$ cat src/rtl/matmul_tile_sequencer_if.sv
// rtl/matmul_tile_sequencer_if.sv - core operand/result and write-back handshake bundle
interface matmul_tile_sequencer_if #(
  parameter int CW = 8
);

  logic          core_valid_o;
  logic          core_ready_i;
  logic          core_valid_i;
  logic          core_ready_o;
  logic [CW-1:0] m_idx_o;
  logic [CW-1:0] n_idx_o;
  logic [CW-1:0] k_idx_o;
  logic          c_sel_o;
  logic          halved_precision_o;
  logic          wr_valid_o;
  logic          wr_ready_i;

  modport master (
    output core_valid_o, core_ready_o, m_idx_o, n_idx_o, k_idx_o,
           c_sel_o, halved_precision_o, wr_valid_o,
    input  core_ready_i, core_valid_i, wr_ready_i
  );

  modport slave (
    input  core_valid_o, core_ready_o, m_idx_o, n_idx_o, k_idx_o,
           c_sel_o, halved_precision_o, wr_valid_o,
    output core_ready_i, core_valid_i, wr_ready_i
  );

endinterface

$ cat src/rtl/matmul_tile_sequencer.sv
// rtl/matmul_tile_sequencer.sv - walks m/n/k tiles of a job through a matmul core, one op in flight
module matmul_tile_sequencer #(
  parameter int CW  = 8,
  parameter int OPW = 16
) (
  input  logic                    clk_i,
  input  logic                    rst_ni,
  input  logic                    start_i,
  input  logic [CW-1:0]           m_tiles_i,
  input  logic [CW-1:0]           n_tiles_i,
  input  logic [CW-1:0]           k_tiles_i,
  input  logic                    halved_i,
  matmul_tile_sequencer_if.master core_if,
  output logic                    busy_o,
  output logic                    done_o,
  output logic [OPW-1:0]          op_count_o
);

  localparam logic [2:0] S_IDLE  = 3'd0;
  localparam logic [2:0] S_ISSUE = 3'd1;
  localparam logic [2:0] S_WAIT  = 3'd2;
  localparam logic [2:0] S_WRITE = 3'd3;
  localparam logic [2:0] S_DONE  = 3'd4;

  logic [2:0]     state_q;
  logic [CW-1:0]  m_tiles_q, n_tiles_q, k_tiles_q;
  logic [CW-1:0]  m_idx_q, n_idx_q, k_idx_q;
  logic           c_sel_q;
  logic           halved_q;
  logic [OPW-1:0] op_count_q;

  logic op_hs, res_hs, wr_hs;
  logic last_k, last_n, last_m;
  logic zero_job;

  assign op_hs  = (state_q == S_ISSUE) & core_if.core_ready_i;
  assign res_hs = (state_q == S_WAIT)  & core_if.core_valid_i;
  assign wr_hs  = (state_q == S_WRITE) & core_if.wr_ready_i;

  // Counts are nonzero inside a running job, so count-1 never underflows here.
  assign last_k = (k_idx_q == k_tiles_q - CW'(1));
  assign last_n = (n_idx_q == n_tiles_q - CW'(1));
  assign last_m = (m_idx_q == m_tiles_q - CW'(1));

  assign zero_job = (m_tiles_i == '0) | (n_tiles_i == '0) | (k_tiles_i == '0);

  // Tile walk: k innermost accumulates through C feedback, then write-back advances n, then m.
  always_ff @(posedge clk_i) begin
    if (!rst_ni) begin
      state_q    <= S_IDLE;
      m_tiles_q  <= '0;
      n_tiles_q  <= '0;
      k_tiles_q  <= '0;
      m_idx_q    <= '0;
      n_idx_q    <= '0;
      k_idx_q    <= '0;
      c_sel_q    <= 1'b0;
      halved_q   <= 1'b0;
      op_count_q <= '0;
    end else begin
      case (state_q)
        S_IDLE: begin
          if (start_i) begin
            m_tiles_q  <= m_tiles_i;
            n_tiles_q  <= n_tiles_i;
            k_tiles_q  <= k_tiles_i;
            halved_q   <= halved_i;
            m_idx_q    <= '0;
            n_idx_q    <= '0;
            k_idx_q    <= '0;
            c_sel_q    <= 1'b0;
            op_count_q <= '0;
            state_q    <= zero_job ? S_DONE : S_ISSUE;
          end
        end
        S_ISSUE: begin
          if (op_hs) begin
            op_count_q <= op_count_q + OPW'(1);
            state_q    <= S_WAIT;
          end
        end
        S_WAIT: begin
          if (res_hs) begin
            if (!last_k) begin
              k_idx_q <= k_idx_q + CW'(1);
              c_sel_q <= 1'b1;
              state_q <= S_ISSUE;
            end else begin
              state_q <= S_WRITE;
            end
          end
        end
        S_WRITE: begin
          if (wr_hs) begin
            k_idx_q <= '0;
            c_sel_q <= 1'b0;
            if (last_n) begin
              n_idx_q <= '0;
              if (last_m) begin
                m_idx_q <= '0;
                state_q <= S_DONE;
              end else begin
                m_idx_q <= m_idx_q + CW'(1);
                state_q <= S_ISSUE;
              end
            end else begin
              n_idx_q <= n_idx_q + CW'(1);
              state_q <= S_ISSUE;
            end
          end
        end
        S_DONE:  state_q <= S_IDLE;
        default: state_q <= S_IDLE;
      endcase
    end
  end

  // Handshake strobes decode straight from state so they clear the same edge the state changes.
  always_comb begin
    core_if.core_valid_o       = (state_q == S_ISSUE);
    core_if.core_ready_o       = (state_q == S_WAIT);
    core_if.wr_valid_o         = (state_q == S_WRITE);
    core_if.m_idx_o            = m_idx_q;
    core_if.n_idx_o            = n_idx_q;
    core_if.k_idx_o            = k_idx_q;
    core_if.c_sel_o            = c_sel_q;
    core_if.halved_precision_o = halved_q;
    busy_o                     = (state_q != S_IDLE);
    done_o                     = (state_q == S_DONE);
    op_count_o                 = op_count_q;
  end

endmodule

$ cat src/flat_wrapper.sv
// flat-port wrapper written by rule: the top's interface ports become plain ports
module matmul_tile_sequencer_flat 
#(
  parameter int CW  = 8,
  parameter int OPW = 16
)
  (clk_i, rst_ni, start_i, m_tiles_i, n_tiles_i, k_tiles_i, halved_i, busy_o, done_o, op_count_o, core_if_core_valid_o, core_if_core_ready_o, core_if_m_idx_o, core_if_n_idx_o, core_if_k_idx_o, core_if_c_sel_o, core_if_halved_precision_o, core_if_wr_valid_o, core_if_core_ready_i, core_if_core_valid_i, core_if_wr_ready_i);
  matmul_tile_sequencer_if #(.CW(CW)) core_if_i ();
  input  logic clk_i;
  input  logic rst_ni;
  input  logic start_i;
  input  logic [CW-1:0] m_tiles_i;
  input  logic [CW-1:0] n_tiles_i;
  input  logic [CW-1:0] k_tiles_i;
  input  logic halved_i;
  output logic busy_o;
  output logic done_o;
  output logic [OPW-1:0] op_count_o;
  output wire logic [$bits(core_if_i.core_valid_o)-1:0] core_if_core_valid_o;
  output wire logic [$bits(core_if_i.core_ready_o)-1:0] core_if_core_ready_o;
  output wire logic [$bits(core_if_i.m_idx_o)-1:0] core_if_m_idx_o;
  output wire logic [$bits(core_if_i.n_idx_o)-1:0] core_if_n_idx_o;
  output wire logic [$bits(core_if_i.k_idx_o)-1:0] core_if_k_idx_o;
  output wire logic [$bits(core_if_i.c_sel_o)-1:0] core_if_c_sel_o;
  output wire logic [$bits(core_if_i.halved_precision_o)-1:0] core_if_halved_precision_o;
  output wire logic [$bits(core_if_i.wr_valid_o)-1:0] core_if_wr_valid_o;
  input wire logic [$bits(core_if_i.core_ready_i)-1:0] core_if_core_ready_i;
  input wire logic [$bits(core_if_i.core_valid_i)-1:0] core_if_core_valid_i;
  input wire logic [$bits(core_if_i.wr_ready_i)-1:0] core_if_wr_ready_i;
  assign core_if_core_valid_o = core_if_i.core_valid_o;
  assign core_if_core_ready_o = core_if_i.core_ready_o;
  assign core_if_m_idx_o = core_if_i.m_idx_o;
  assign core_if_n_idx_o = core_if_i.n_idx_o;
  assign core_if_k_idx_o = core_if_i.k_idx_o;
  assign core_if_c_sel_o = core_if_i.c_sel_o;
  assign core_if_halved_precision_o = core_if_i.halved_precision_o;
  assign core_if_wr_valid_o = core_if_i.wr_valid_o;
  assign core_if_i.core_ready_i = core_if_core_ready_i;
  assign core_if_i.core_valid_i = core_if_core_valid_i;
  assign core_if_i.wr_ready_i = core_if_wr_ready_i;
  matmul_tile_sequencer #(.CW(CW), .OPW(OPW)) u_core (.clk_i(clk_i), .rst_ni(rst_ni), .start_i(start_i), .m_tiles_i(m_tiles_i), .n_tiles_i(n_tiles_i), .k_tiles_i(k_tiles_i), .halved_i(halved_i), .core_if(core_if_i), .busy_o(busy_o), .done_o(done_o), .op_count_o(op_count_o));
endmodule
$ cat config.mk
export PLATFORM = sky130hd
export DESIGN_NAME = matmul_tile_sequencer_flat
export DESIGN_NICKNAME = d
export VERILOG_FILES = /design/src/rtl/matmul_tile_sequencer_if.sv /design/src/rtl/matmul_tile_sequencer.sv /design/src/flat_wrapper.sv
export SDC_FILE = /design/constraint.sdc
export NUM_CORES = 1
export LEC_CHECK = 0
export BUFFER_PORTS_ARGS = -buffer_cell sky130_fd_sc_hd__buf_4
export CAP_MARGIN = 30
export CORE_ASPECT_RATIO = 0.7
export CORE_MARGIN = 3
export CORE_UTILIZATION = 50
export CTS_CLUSTER_DIAMETER = 100
export DETAILED_ROUTE_END_ITERATION = 7
export PLACE_DENSITY_LB_ADDON = 0.15
export SYNTH_ARGS = -nofsm -noshare
export SYNTH_HDL_FRONTEND = slang
export SYNTH_SLANG_ARGS = --single-unit
$ cat constraint.sdc
create_clock -name clk_i -period 4.4 [get_ports clk_i]
set_input_delay 0.44 -clock clk_i [delete_from_list [all_inputs] [get_ports clk_i]]
set_output_delay 0.44 -clock clk_i [all_outputs]
set_load 0.1 [all_outputs]
# Word-level counts from Yosys, hierarchy flattened
# Cells that the tools add are included.
[totals]
register_bits = 69
input_bits = 31
out_inout_bits = 47
[classes]
n_addsub = 7
n_eq_ne = 13
muxes = 29
bitwise = 5
reduce_logical = 14
[op_table]
columns = ["op", "n"]
rows = [
  ["2-to-1 mux 8 bit", 9],
  ["2-to-1 mux 16 bit", 2],
  ["case mux 16 bit (2 select lines)", 1],
  ["case mux 8 bit (2 select lines)", 2],
  ["adder 8 x 1 -> 8 bit (second input constant)", 3],
  ["equality test 8 bit", 3],
  ["logical NOT 8 bit", 3],
  ["case mux 8 bit (3 select lines)", 1],
  ["subtractor 8 x 1 -> 8 bit (second input constant)", 3],
  ["2-to-1 mux 3 bit", 7],
  ["adder 16 x 1 -> 16 bit (second input constant)", 1],
  ["case mux 3 bit (4 select lines)", 1],
  ["inequality test 2 x 1 -> 1 bit (second input constant)", 4],
  ["AND reduction 4 bit", 2],
  ["equality test 3 x 2 -> 1 bit (second input constant)", 2],
  ["AND reduction 3 bit", 2],
  ["nonzero test 3 bit", 2],
  ["AND reduction 5 bit", 1],
  ["2-to-1 mux 1 bit", 4],
  ["inequality test 2 bit (second input constant)", 2],
  ["nonzero test 2 bit", 2],
  ["bitwise AND 1 bit", 3],
  ["equality test 3 x 1 -> 1 bit (second input constant)", 1],
  ["equality test 3 bit (second input constant)", 1],
  ["other kinds (5)", 6],
]

# Longest topological paths before layout
# Gate-level depths: netlist (run 1).
[logic_depth]
word_depth = 6
mapped_depth = 10
ltp_nobuf = 8

# Least setup slack after synthesis (run 1)
# No wires, ideal clock.
[synth_timing]
path_type = "reg-to-reg"
startpoint = "register u_core.n_idx_q[7], in the netlist u_core.core_if.n_idx_o[7]"
endpoint = "register u_core.n_idx_q[1], in the netlist u_core.core_if.n_idx_o[1]"
setup_time_ps = 118
arrival_ps = 2433
required_time_ps = 4282
slack_ps = 1849
stages_incl_launch_ff = 8
n_path_buf = 1
synth_period_minus_slack_ps = 2551
cell_sequence = "dfxtp_1 > xor2_1 > a2111oi_1 > nor3b_1 > o31ai_4 > nand2b_1 > buf_2 > nor2_1"
[synth_between]
elab_chain_len = 4
[synth_rtl]
columns = ["item", "line_no", "rtl"]
rows = [
  ["from (decl)", "matmul_tile_sequencer.sv:27", "logic [CW-1:0] m_idx_q, n_idx_q, k_idx_q;"],
  ["from (signal assigned)", "matmul_tile_sequencer.sv:107", "n_idx_q <= n_idx_q + CW'(1);"],
  ["equality test 8 bit", "matmul_tile_sequencer.sv:42", "assign last_n = (n_idx_q == n_tiles_q - CW'(1));"],
  ["2-to-1 mux 8 bit", "matmul_tile_sequencer.sv:97", "if (last_n) begin"],
  ["2-to-1 mux 8 bit", "matmul_tile_sequencer.sv:94", "if (wr_hs) begin"],
  ["case mux 8 bit (2 select lines)", "matmul_tile_sequencer.sv:61", "case (state_q)"],
]
# No other way between the ends. The select of a mux whose other input is x is not followed.
# A chain may end at the register's enable or synchronous reset.

# Worst setup path in the final report (run 1)
[layout_timing]
startpoint = "register u_core.state_q[2]"
endpoint = "register u_core.n_idx_q[5], in the netlist u_core.core_if.n_idx_o[5]"
[layout_between]
elab_chain_len = 4
[layout_rtl]
columns = ["item", "line_no", "rtl"]
rows = [
  ["from (decl)", "matmul_tile_sequencer.sv:25", "logic [2:0] state_q;"],
  ["from (signal assigned)", "matmul_tile_sequencer.sv:73", "state_q <= zero_job ? S_DONE : S_ISSUE;"],
  ["equality test 3 x 2 -> 1 bit", "matmul_tile_sequencer.sv:38, matmul_tile_sequencer.sv:61", ""],
  ["bitwise AND 1 bit", "matmul_tile_sequencer.sv:38", "assign wr_hs = (state_q == S_WRITE) & core_if.wr_ready_i;"],
  ["inequality test 2 x 1 -> 1 bit (no source line)", "--", ""],
  ["AND reduction 3 bit (no source line)", "--", ""],
]
# Parallel ways exist; a longest one is shown, timed or not.

==> summary.md, run 1 <==
| Metric | Value |
|---|---|
| Status | `completed` |
| Fin. Hold Viols | `0` |
| Fillers | `614` |
| Seq/Total Area, Yosys | `34.2%` |
| DRC violations left | `0` |
| Crit path kind | `reg -> reg` |
| Max-cap violation count | `0` |
| Fin crit share | `between 50 and 60%` |
| Clock-pin slew on the worst setup and hold paths | `0.06 ns` |
| Worst setup EP type | `register` |
| Post-synth cell types | `62` |
| Row cnt | `26` |
| Total negative slack | `0 ns` |
| Rel. slew slack | `33.1%` |
| Largest net degree at the start of global routing | `32` |
| GRT overflow | `0` |
| Routed wire length | `about 10000 um` |
| Area delta synth->final | `24.8%` |
| Yosys top cell by area | `dfxtp_1` |
| Peak VDD IR | `0.000198 V` |
| Die Area | `0.00921 mm2` |
| Static Leak | `between 0.0015 and 0.002 uW` |
| Final Skew | `0.00511 ns` |
| Input/output buffers | `between 70 and 80` |
| Vias/cell | `5.74` |
| Hold Path Class | `in -> reg` |
| Worst Path Arrival | `2.82 ns` |
| DRT iter0 DRCs | `321` |
| Worst Path Required | `4.65 ns` |
| Footprint of the multi-input gates | `roughly 0.0025 mm2` |
| Minimum clock period | `2.57 ns` |
| DR WL met2 | `4620 um` |
| Antenna cell count | `0` |
| Mapped Nets | `548` |
| Setup violations, final | `0` |
| CP Max Fanout | `27` |
| Share of post-route cells with drive strength above 1 | `approximately a fifth` |
| Hold_ws | `0.365 ns` |
| RSZ-0062 raised after global routing | `false` |
| Synth top area share | `34.2%` |
| Placed cells | `662` |
| Initial antenna violation count | `0` |
| Cells along the critical path | `nor3_1, nand2_1, o31ai_4, nand2b_1, nor2_1` |
| Crit start category | `register` |
| Slowest stage delay, CP | `0.77 ns` |
| Gpl congestion | `0.914` |
| Post-synth EDFFs | `0` |
| PostCTS Resize Cnt | `0` |
| Syn_area_per_cell | `7.92 um2` |
| PD cells | `375 mW/mm2` |
| Top sig layer | `met4` |
| Final HPWL DP | `about 7500 um` |
| DR WL/cell | `approximately 15 um` |
| TritonCTS Buffers | `9` |
| Register area | `0.00138 mm2` |
| Fmax | `0.389 GHz` |
| CORE AREA | `0.00758 mm2` |
| Yosys warns | `0` |
| Top delay family on crit path | `simple AND/OR/NAND/NOR gates` |
| Top post-synthesis cells by area | `dfxtp_1 34%, nand2_1 8.3%, xnor2_1 5.0%` |
| Final antenna-violating net count | `0` |
| Met3 WL | `568 um` |
| First-pass GRT wire length | `17500 um` |
| H-tree levels | `3` |
| Vias in the first global route | `3626` |
| Die X | `around 110 um` |
| DRT Pass-1 Iters | `5` |
| Sink Count | `69` |
| Finished Layout Cells | `678` |
| I/O Pins | `78` |
| Synth Register Bits | `69` |
| Worst Path Buf+Inv | `0` |
| CP max stage cell | `nand2_1` |
| Worst-skew pair later-pin latency | `0.33 ns` |
| Met1 Wirelength | `4990 um` |
| Synth Flop Type | `dfxtp_1` |
| Hold_buf cts | `0` |
| Cell Area, Synth | `0.00404 mm2` |
| CTS tree | `done` |
| GRT Util Overall | `between 20% and 30%` |
| Worst-Margin Slew | `1.00 ns` |
| Async S/R FF share, synth | `0%` |
| Chip Height | `81.2 um` |
| Starting utilization of the core area | `53.3%` |
| Layout Nets | `a little over 600` |
| Max-slew violation count | `0` |
| Clk root buf | `clkbuf_16` |
| Clk buf depth | `2` |
| Mapped Cells | `about 500` |
| Total power | `around 1900 uW` |
| Vias | `3891` |
| Post-CTS setup buffers | `0` |
==> synth_stat cells, types with 3 or more instances <==
master	count
and3_1	11
o32ai_1	6
or2_1	5
or3_1	6
xor2_1	22
nor4_1	10
o21ai_0	8
ha_1	7
xnor2_1	23
nand3_1	16
mux2i_1	7
dfxtp_1	69
nand2_1	89
a21oi_1	39
nand3b_1	12
a211oi_1	3
and2_1	5
nand4_1	10
nor2_1	44
buf_2	4
nand2b_1	7
o2111ai_1	4
o211ai_1	11
inv_1	13
clkbuf_1	17
nor3b_1	4
nor3_1	8
nor2b_1	6
==> sequential cells by signal, summed over array words and instances, names as in the netlist <==
| signal | count |
|---|---|
| u_core.op_count_o | 16 |
| u_core.core_if.m_idx_o | 8 |
| u_core.core_if.halved_precision_o | 1 |
| u_core.core_if.n_idx_o | 8 |
| u_core.state_q | 3 |
| u_core.core_if.c_sel_o | 1 |
| u_core.core_if.k_idx_o | 8 |
| u_core.k_tiles_q | 8 |
| u_core.m_tiles_q | 8 |
| u_core.n_tiles_q | 8 |
==> tightest hold or removal path, cell delays in order <==
cell     delay [ns]
buf_4          0.11
nand2_1        0.05
a21oi_1        0.05
==> layer usage <==
| layer | track usage [%] | vias to the layer above |
|---|---|---|
| met1 | 32.6 | 1818 |
| li1 | - | 1930 |
| met2 | 36.9 | 130 |
| met5 | 0 | - |
| met3 | 3.95 | 13 |
| met4 | 5.40 | 0 |
==> cells in the final DEF, fill, tap and decap left out, types with 3 or more instances in the layout <==
cell and count:
nand2b_1 7, o211ai_1 11, o21ai_0 8, nand3_1 16, nor3_1 8, nor4_1 10
dfxtp_1 69, xnor2_1 23, inv_1 13, and3_1 11, nand4_1 10, xor2_1 22
nand3b_1 12, nor2_1 44, mux2i_1 7, o2111ai_1 4, or3_1 6, clkbuf_16 9
nand2_1 89, or2_1 5, ha_1 7, buf_4 77, and2_1 5, a21oi_1 39
bufinv_16 4, o32ai_1 6, nor2b_1 6, a211oi_1 3, nor3b_1 4
==> power by group <==
group	switching [uW]	leakage, uW	internal [uW]
Combinational	205	0.00123	115
Clock	279	0.000180	615
Sequential	30.4	0.000560	646
Total	515	0.00197	1380
==> final timing paths <==
kind | startpoint | endpoint | slack [ns] | cells past startpoint
hold / removal | halved_i | u_core.core_if.halved_precision_o | 0.37 | 3
setup / recovery | u_core.state_q[2] | u_core.core_if.n_idx_o[5] | 1.83 | 5
hold reg to reg | u_core.core_if.halved_precision_o | u_core.core_if.halved_precision_o | 0.46 | 2
setup reg to reg | u_core.state_q[2] | u_core.core_if.n_idx_o[5] | 1.83 | 5
==> stage by stage <==
step	area (um2)	setup slack, ns	util (%)
2_1_floorplan	4040	1.85	-
3_3_place_gp	4640	2.05	61.3
3_5_place_dp	4670	1.89	61.6
4_1_cts	5040	1.83	66.5
5_1_grt	5040	1.56	66.5
6_report	5040	1.83	66.5
==> cell families after synthesis <==
group | share of synthesized area [%]
muxes | 2.01
adders and majority gates | 2.17
and+or+nand+nor | 30.3
AOI/OAI and AO/OA | 17.7
xor gates and xnor gates | 9.75
buffers and inverters | 3.84
DFF | 34.2
==> area by class of cell <==
type	instances	share of cell area, %
Multi-Input combinational cell	402	49.7
Sequential cell	69	27.4
Timing Repair Buffer	78	12.0
Clock buffer	9	4.47
Clock inverter	7	2.90
Tap cell	98	2.43
Inverter	15	1.12
Note: power is estimated with default switching activity, not from simulation.
==> run 2, diff against run 1 <==
- clock period: 4.4 -> 2.56 ns (I/O delays scaled with it)
==> summary.md, run 2 (same netlist as run 1, synthesis figures left out) <==
| Metric | Value |
|---|---|
| Antenna cell count | `0 (unchanged)` |
| Crit path kind | `reg -> reg` |
| Total negative slack | `0 ns (unchanged)` |
| Static Leak | `0.00196 uW (about the same)` |
| Routed wire length | `10700 um (+4.3%)` |
| Sw Share | `29.3% (+2.1 points)` |
| Sw Pwr | `870 uW (+69%)` |
| Max-cap violation count | `0 (unchanged)` |
| Fmax | `0.439 GHz (+13%)` |
| Commonest non-fill, non-tap cells in the layout | `89 x nand2_1, 87 x buf_4, 69 x dfxtp_1` |
| DRT Pass-1 Iters | `5 (unchanged)` |
| Area delta synth->final | `24.0%` |
| Clock-pin slew on the worst setup and hold paths | `0.05 ns (about the same)` |
| GRT Util Overall | `23.7% (+0.59 points)` |
| Max FFs per register | `16 (unchanged)` |
| Clk buf depth | `2 (unchanged)` |
| Worst Path Required | `2.84 ns (-1.81 ns)` |
| Worst-skew pair later-pin latency | `0.34 ns (about the same)` |
| Worst setup EP type | `register` |
| Final Skew | `0.00637 ns (+0.00126 ns)` |
| Placed cell area | `0.00472 mm2 (+1.0%)` |
| Initial antenna violation count | `0 (unchanged)` |
| Row cnt | `26 (unchanged)` |
| Chip Height | `81.2 um (unchanged)` |
| DR WL/cell | `15.6 um (+2.9%)` |
| Input/output buffers | `77 (unchanged)` |
| I/O Pins | `78 (unchanged)` |
| DRT iter0 DRCs | `365 (+14%)` |
| Clk root buf | `clkbuf_16` |
| CP Max Fanout | `5 (-81%)` |
| GRT overflow | `0 (unchanged)` |
| DRC violations left | `0 (unchanged)` |
| H-tree levels | `3 (unchanged)` |
| Clock power share | `41.7% (-5.6 points)` |
| Share of post-route cells with drive strength above 1 | `19.9% (+0.90 points)` |
| Fin. Hold Viols | `0 (unchanged)` |
| Peak VDD IR | `0.000400 V (+100%)` |
| Crit path from | `u_core.n_tiles_q[0]` |
| Hold_buf cts | `0 (unchanged)` |
| CORE AREA | `0.00758 mm2 (unchanged)` |
| Reg2reg start | `u_core.n_tiles_q[0]` |
| Footprint of the multi-input gates | `0.00250 mm2 (unchanged)` |
| Die X | `113 um (unchanged)` |
| Hold Path Depth | `3 (unchanged)` |
| First-pass GRT wire length | `17500 um (+0.28%)` |
| Register area | `0.00138 mm2 (unchanged)` |
| Largest net degree at the start of global routing | `32 (unchanged)` |
| Max-slew violation count | `0 (unchanged)` |
| RSZ-0062 raised after global routing | `false` |
| Sink Count | `69 (unchanged)` |
| Worst Path Arrival | `2.56 ns (-0.26 ns)` |
| Rel. slew slack | `64.0% (+31 points)` |
| Hold Path Class | `in -> reg` |
| Pint | `2100 uW (+52%)` |
| Vias/cell | `5.78 (+0.69%)` |
| Final setup margin | `0.283 ns (-1.55 ns)` |
| TritonCTS Buffers | `9 (unchanged)` |
| PD cells | `592 mW/mm2 (+58%)` |
| CTS tree | `done` |
| Setup violations, final | `0 (unchanged)` |
| Starting utilization of the core area | `53.3% (unchanged)` |
| Total power | `2970 uW (+57%)` |
| Crit start category | `register` |
| R2R cell count | `7 (+2)` |
| Hold_ws | `0.163 ns (-0.203 ns)` |
| Seq pwr share | `39.2% (+3.4 points)` |
| Worst-Margin Slew | `0.539 ns (-0.462 ns)` |
| Fillers | `675 (+9.9%)` |
| Fin crit share | `88.9% (+31 points)` |
| Vias in the first global route | `3698 (+2.0%)` |
| Die Area | `0.00921 mm2 (unchanged)` |
| Final antenna-violating net count | `0 (unchanged)` |
| PostCTS Resize Cnt | `0 (unchanged)` |
| Combinational group share of total power | `19.1% (+2.2 points)` |
| Layout Nets | `622 (+1.5%)` |
| Gpl congestion | `0.905 (-1.0%)` |
| Minimum clock period | `2.28 ns (-0.294 ns)` |
| Post-CTS setup buffers | `0 (unchanged)` |
| Final HPWL DP | `7830 um (+4.1%)` |
| Hold Startpoint | `halved_i` |
| Commonest non-fill, non-tap cell in the layout | `nand2_1` |
| Status | `completed` |
| Dpl ws | `0.299 ns (-1.59 ns)` |
| Vias | `3970 (+2.0%)` |
| Final instance area | `0.00501 mm2 (-0.60%)` |
## run 2: worst paths after layout
kind / end / slack (ns)
worst max-delay path: u_core.state_q[2] / 0.28
worst min-delay path: u_core.core_if.halved_precision_o / 0.16
worst max register to register: u_core.state_q[2] / 0.28
worst min register to register: u_core.core_if.c_sel_o / 0.46
## run 2: routing by layer
layer  GRT usage [%]  up-vias  share of wire [%]
met3            6.03       17                5.7
met4            7.56        0                1.5
met2            39.4      125                 46
li1                -     1957                  -
met5               0        -                  0
met1            30.3     1871                 47
## run 2: layout make-up
type,instances,area share [%]
timing repair buffer,87,13.0
clock inverter,4,0.949
multi-input combinational,402,50.0
tap,98,2.45
clock buffer,12,4.92
sequential,69,27.6
inverter,15,1.12
## run 2: power by group through the flow
stage | Clock, uW | Combinational (uW) | Sequential, uW
after global placement | 0 | 544 | 1180
after detailed placement | 0 | 558 | 1180
after floorplan | 0 | 386 | 1200
final | 1240 | 566 | 1160
after global routing | 1300 | 615 | 1170
after CTS | 1250 | 564 | 1160
## run 2: critical path, stage by stage, from the launching register on
cell and delay [ns]:
dfxtp_1 0.39, inv_1 0.06, ha_1 0.30, xnor2_1 0.14, or4_1 0.52, or3_1 0.40, o41ai_2 0.19, and4b_1 0.21
## run 2: through the flow
stage               std cells  utilization, %
floorplan                 510               -
global placement          671            62.2
detailed placement        671            62.2
CTS                       687            66.1
global route              687            66.1
finish                    687            66.1
==> run 3, diff against run 2 <==
- clock period: 2.56 -> 2.4 ns (I/O delays scaled with it)
==> summary.md, run 3 (same netlist as run 1, synthesis figures left out) <==
| Metric | Value |
|---|---|
| H-tree levels | `3 (unchanged)` |
| Worst Path Required | `2.67 ns (-0.17 ns)` |
| Input/output buffers | `77 (unchanged)` |
| Max FFs per register | `16 (unchanged)` |
| Largest net degree at the start of global routing | `32 (unchanged)` |
| Rel. slew slack | `41.7% (-22 points)` |
| Final antenna-violating net count | `0 (unchanged)` |
| First-pass GRT wire length | `17700 um (+1.0%)` |
| CORE AREA | `0.00758 mm2 (unchanged)` |
| Footprint of the multi-input gates | `0.00252 mm2 (+0.50%)` |
| DRC violations left | `0 (unchanged)` |
| Die Area | `0.00921 mm2 (unchanged)` |
| DRT iter0 DRCs | `360 (-1.4%)` |
| Crit path kind | `reg -> reg` |
| Starting utilization of the core area | `53.3% (unchanged)` |
| DR WL/cell | `15.8 um (+1.2%)` |
| Final Core Density | `66.9% (+0.78 points)` |
| Routed wire length | `10900 um (+1.5%)` |
| Vias in the first global route | `3589 (-2.9%)` |
| Max-cap violation count | `0 (unchanged)` |
| Static Leak | `0.00200 uW (+1.6%)` |
| Register area | `0.00140 mm2 (+1.0%)` |
| Hold_buf cts | `0 (unchanged)` |
| Gpl congestion | `0.862 (-4.8%)` |
| Antenna cell count | `0 (unchanged)` |
| Layout Nets | `624 (+0.32%)` |
| Fin. Hold Viols | `0 (unchanged)` |
| Placed cell area | `0.00475 mm2 (+0.64%)` |
| Fin crit share | `94.9% (+6.0 points)` |
| Crit start category | `register` |
| Fillers | `622 (-7.9%)` |
| Clock-pin slew on the worst setup and hold paths | `0.05 ns (about the same)` |
| Final instance area | `0.00507 mm2 (+1.2%)` |
| PD cells | `635 mW/mm2 (+7.3%)` |
| Worst-Margin Slew | `0.874 ns (+0.335 ns)` |
| TritonCTS Buffers | `9 (unchanged)` |
| Fmax | `0.439 GHz (about the same)` |
| DRT Pass-1 Iters | `5 (unchanged)` |
| Setup violations, final | `0 (unchanged)` |
| Vias/cell | `5.78 (about the same)` |
| Final Skew | `0.00408 ns (-0.00229 ns)` |
| Worst setup EP type | `register` |
| GRT overflow | `0 (unchanged)` |
| Peak VDD IR | `0.000448 V (+12%)` |
| Clk buf depth | `2 (unchanged)` |
| RSZ-0062 raised after global routing | `false` |
| Clk root buf | `clkbuf_16` |
| Die X | `113 um (unchanged)` |
| Total power | `3220 uW (+8.6%)` |
| Minimum clock period | `2.28 ns (+0.00131 ns)` |
| CP Max Fanout | `4 (-1)` |
| Commonest non-fill, non-tap cells in the layout | `89 x nand2_1, 89 x buf_4, 58 x dfxtp_1` |
| Hold Path Class | `in -> reg` |
| I/O Pins | `78 (unchanged)` |
| GRT Util Overall | `24.0% (+0.31 points)` |
| Vias | `3983 (+0.33%)` |
| Row cnt | `26 (unchanged)` |
| Final HPWL DP | `7960 um (+1.7%)` |
| CTS tree | `done` |
| Share of post-route cells with drive strength above 1 | `22.8% (+3.0 points)` |
| Total negative slack | `0 ns (unchanged)` |
| Chip Height | `81.2 um (unchanged)` |
| Worst Path Arrival | `2.55 ns (about the same)` |
| Max-slew violation count | `0 (unchanged)` |
| Worst-skew pair later-pin latency | `0.33 ns (about the same)` |
| Initial antenna violation count | `0 (unchanged)` |
| Sink Count | `69 (unchanged)` |
| Status | `completed` |
| Area delta synth->final | `25.5%` |
==> run 3: final timing paths <==
kind                                     startpoint  slack [ns]  cells past startpoint                                 to
setup / recovery                u_core.n_tiles_q[1]        0.12                      8                  u_core.state_q[2]
hold / removal                             halved_i        0.16                      3  u_core.core_if.halved_precision_o
setup reg to reg                u_core.n_tiles_q[1]        0.12                      8                  u_core.state_q[2]
hold reg to reg   u_core.core_if.halved_precision_o        0.46                      2  u_core.core_if.halved_precision_o
==> run 3: worst max-delay path: stages (launching register included) <==
cell and delay, ns:
dfxtp_1 0.37, inv_1 0.07, ha_1 0.21, nand2b_1 0.16
a21oi_1 0.11, or4_1 0.48, or3_1 0.41, o41ai_2 0.20
and4b_1 0.21
==> run 3: final cells by class <==
cell class | count | share of cell area, %
Tap cell | 98 | 2.42
Clock inverter | 4 | 0.888
Inverter | 15 | 1.11
Multi-Input combinational cell | 402 | 49.6
Clock buffer | 12 | 5.26
Sequential cell | 69 | 27.5
Timing Repair Buffer | 89 | 13.2
==> run 3: timing repair <==
| action | CTS | global route |
|---|---|---|
| setup buffers | 0 | 0 |
| resized for setup | 0 | 3 |
| setup endpoints to repair | 0 | 7 |
==> run 3: report_power, final <==
| part | switching [uW] | total (uW) | leakage [uW] | internal (uW) |
|---|---|---|---|---|
| Combinational | 393 | 619 | 0.00127 | 227 |
| Clock | 482 | 1370 | 0.000158 | 883 |
| Sequential | 51.0 | 1240 | 0.000565 | 1190 |
==> run 3: metal layers <==
metal  global-route usage, %  routed length [um]  vias up
li1                        -                   -     1961
met1                    33.1                5160     1863
met2                    37.3                4890      143
met3                    5.44                 678       16
met4                    7.56                 141        0
met5                       0                   0        -
==> run 3: per-stage QoR <==
| step | setup WS [ns] | cells | hold slack (ns) |
|---|---|---|---|
| CTS | 0.128 | 689 | 0.148 |
| detailed placement | 0.133 | 673 | 0.450 |
| floorplan | 0.0122 | 510 | 0.376 |
| global placement | 0.182 | 673 | 0.442 |
| finish | 0.122 | 689 | 0.156 |
| global route | 0.00889 | 689 | 0.158 |
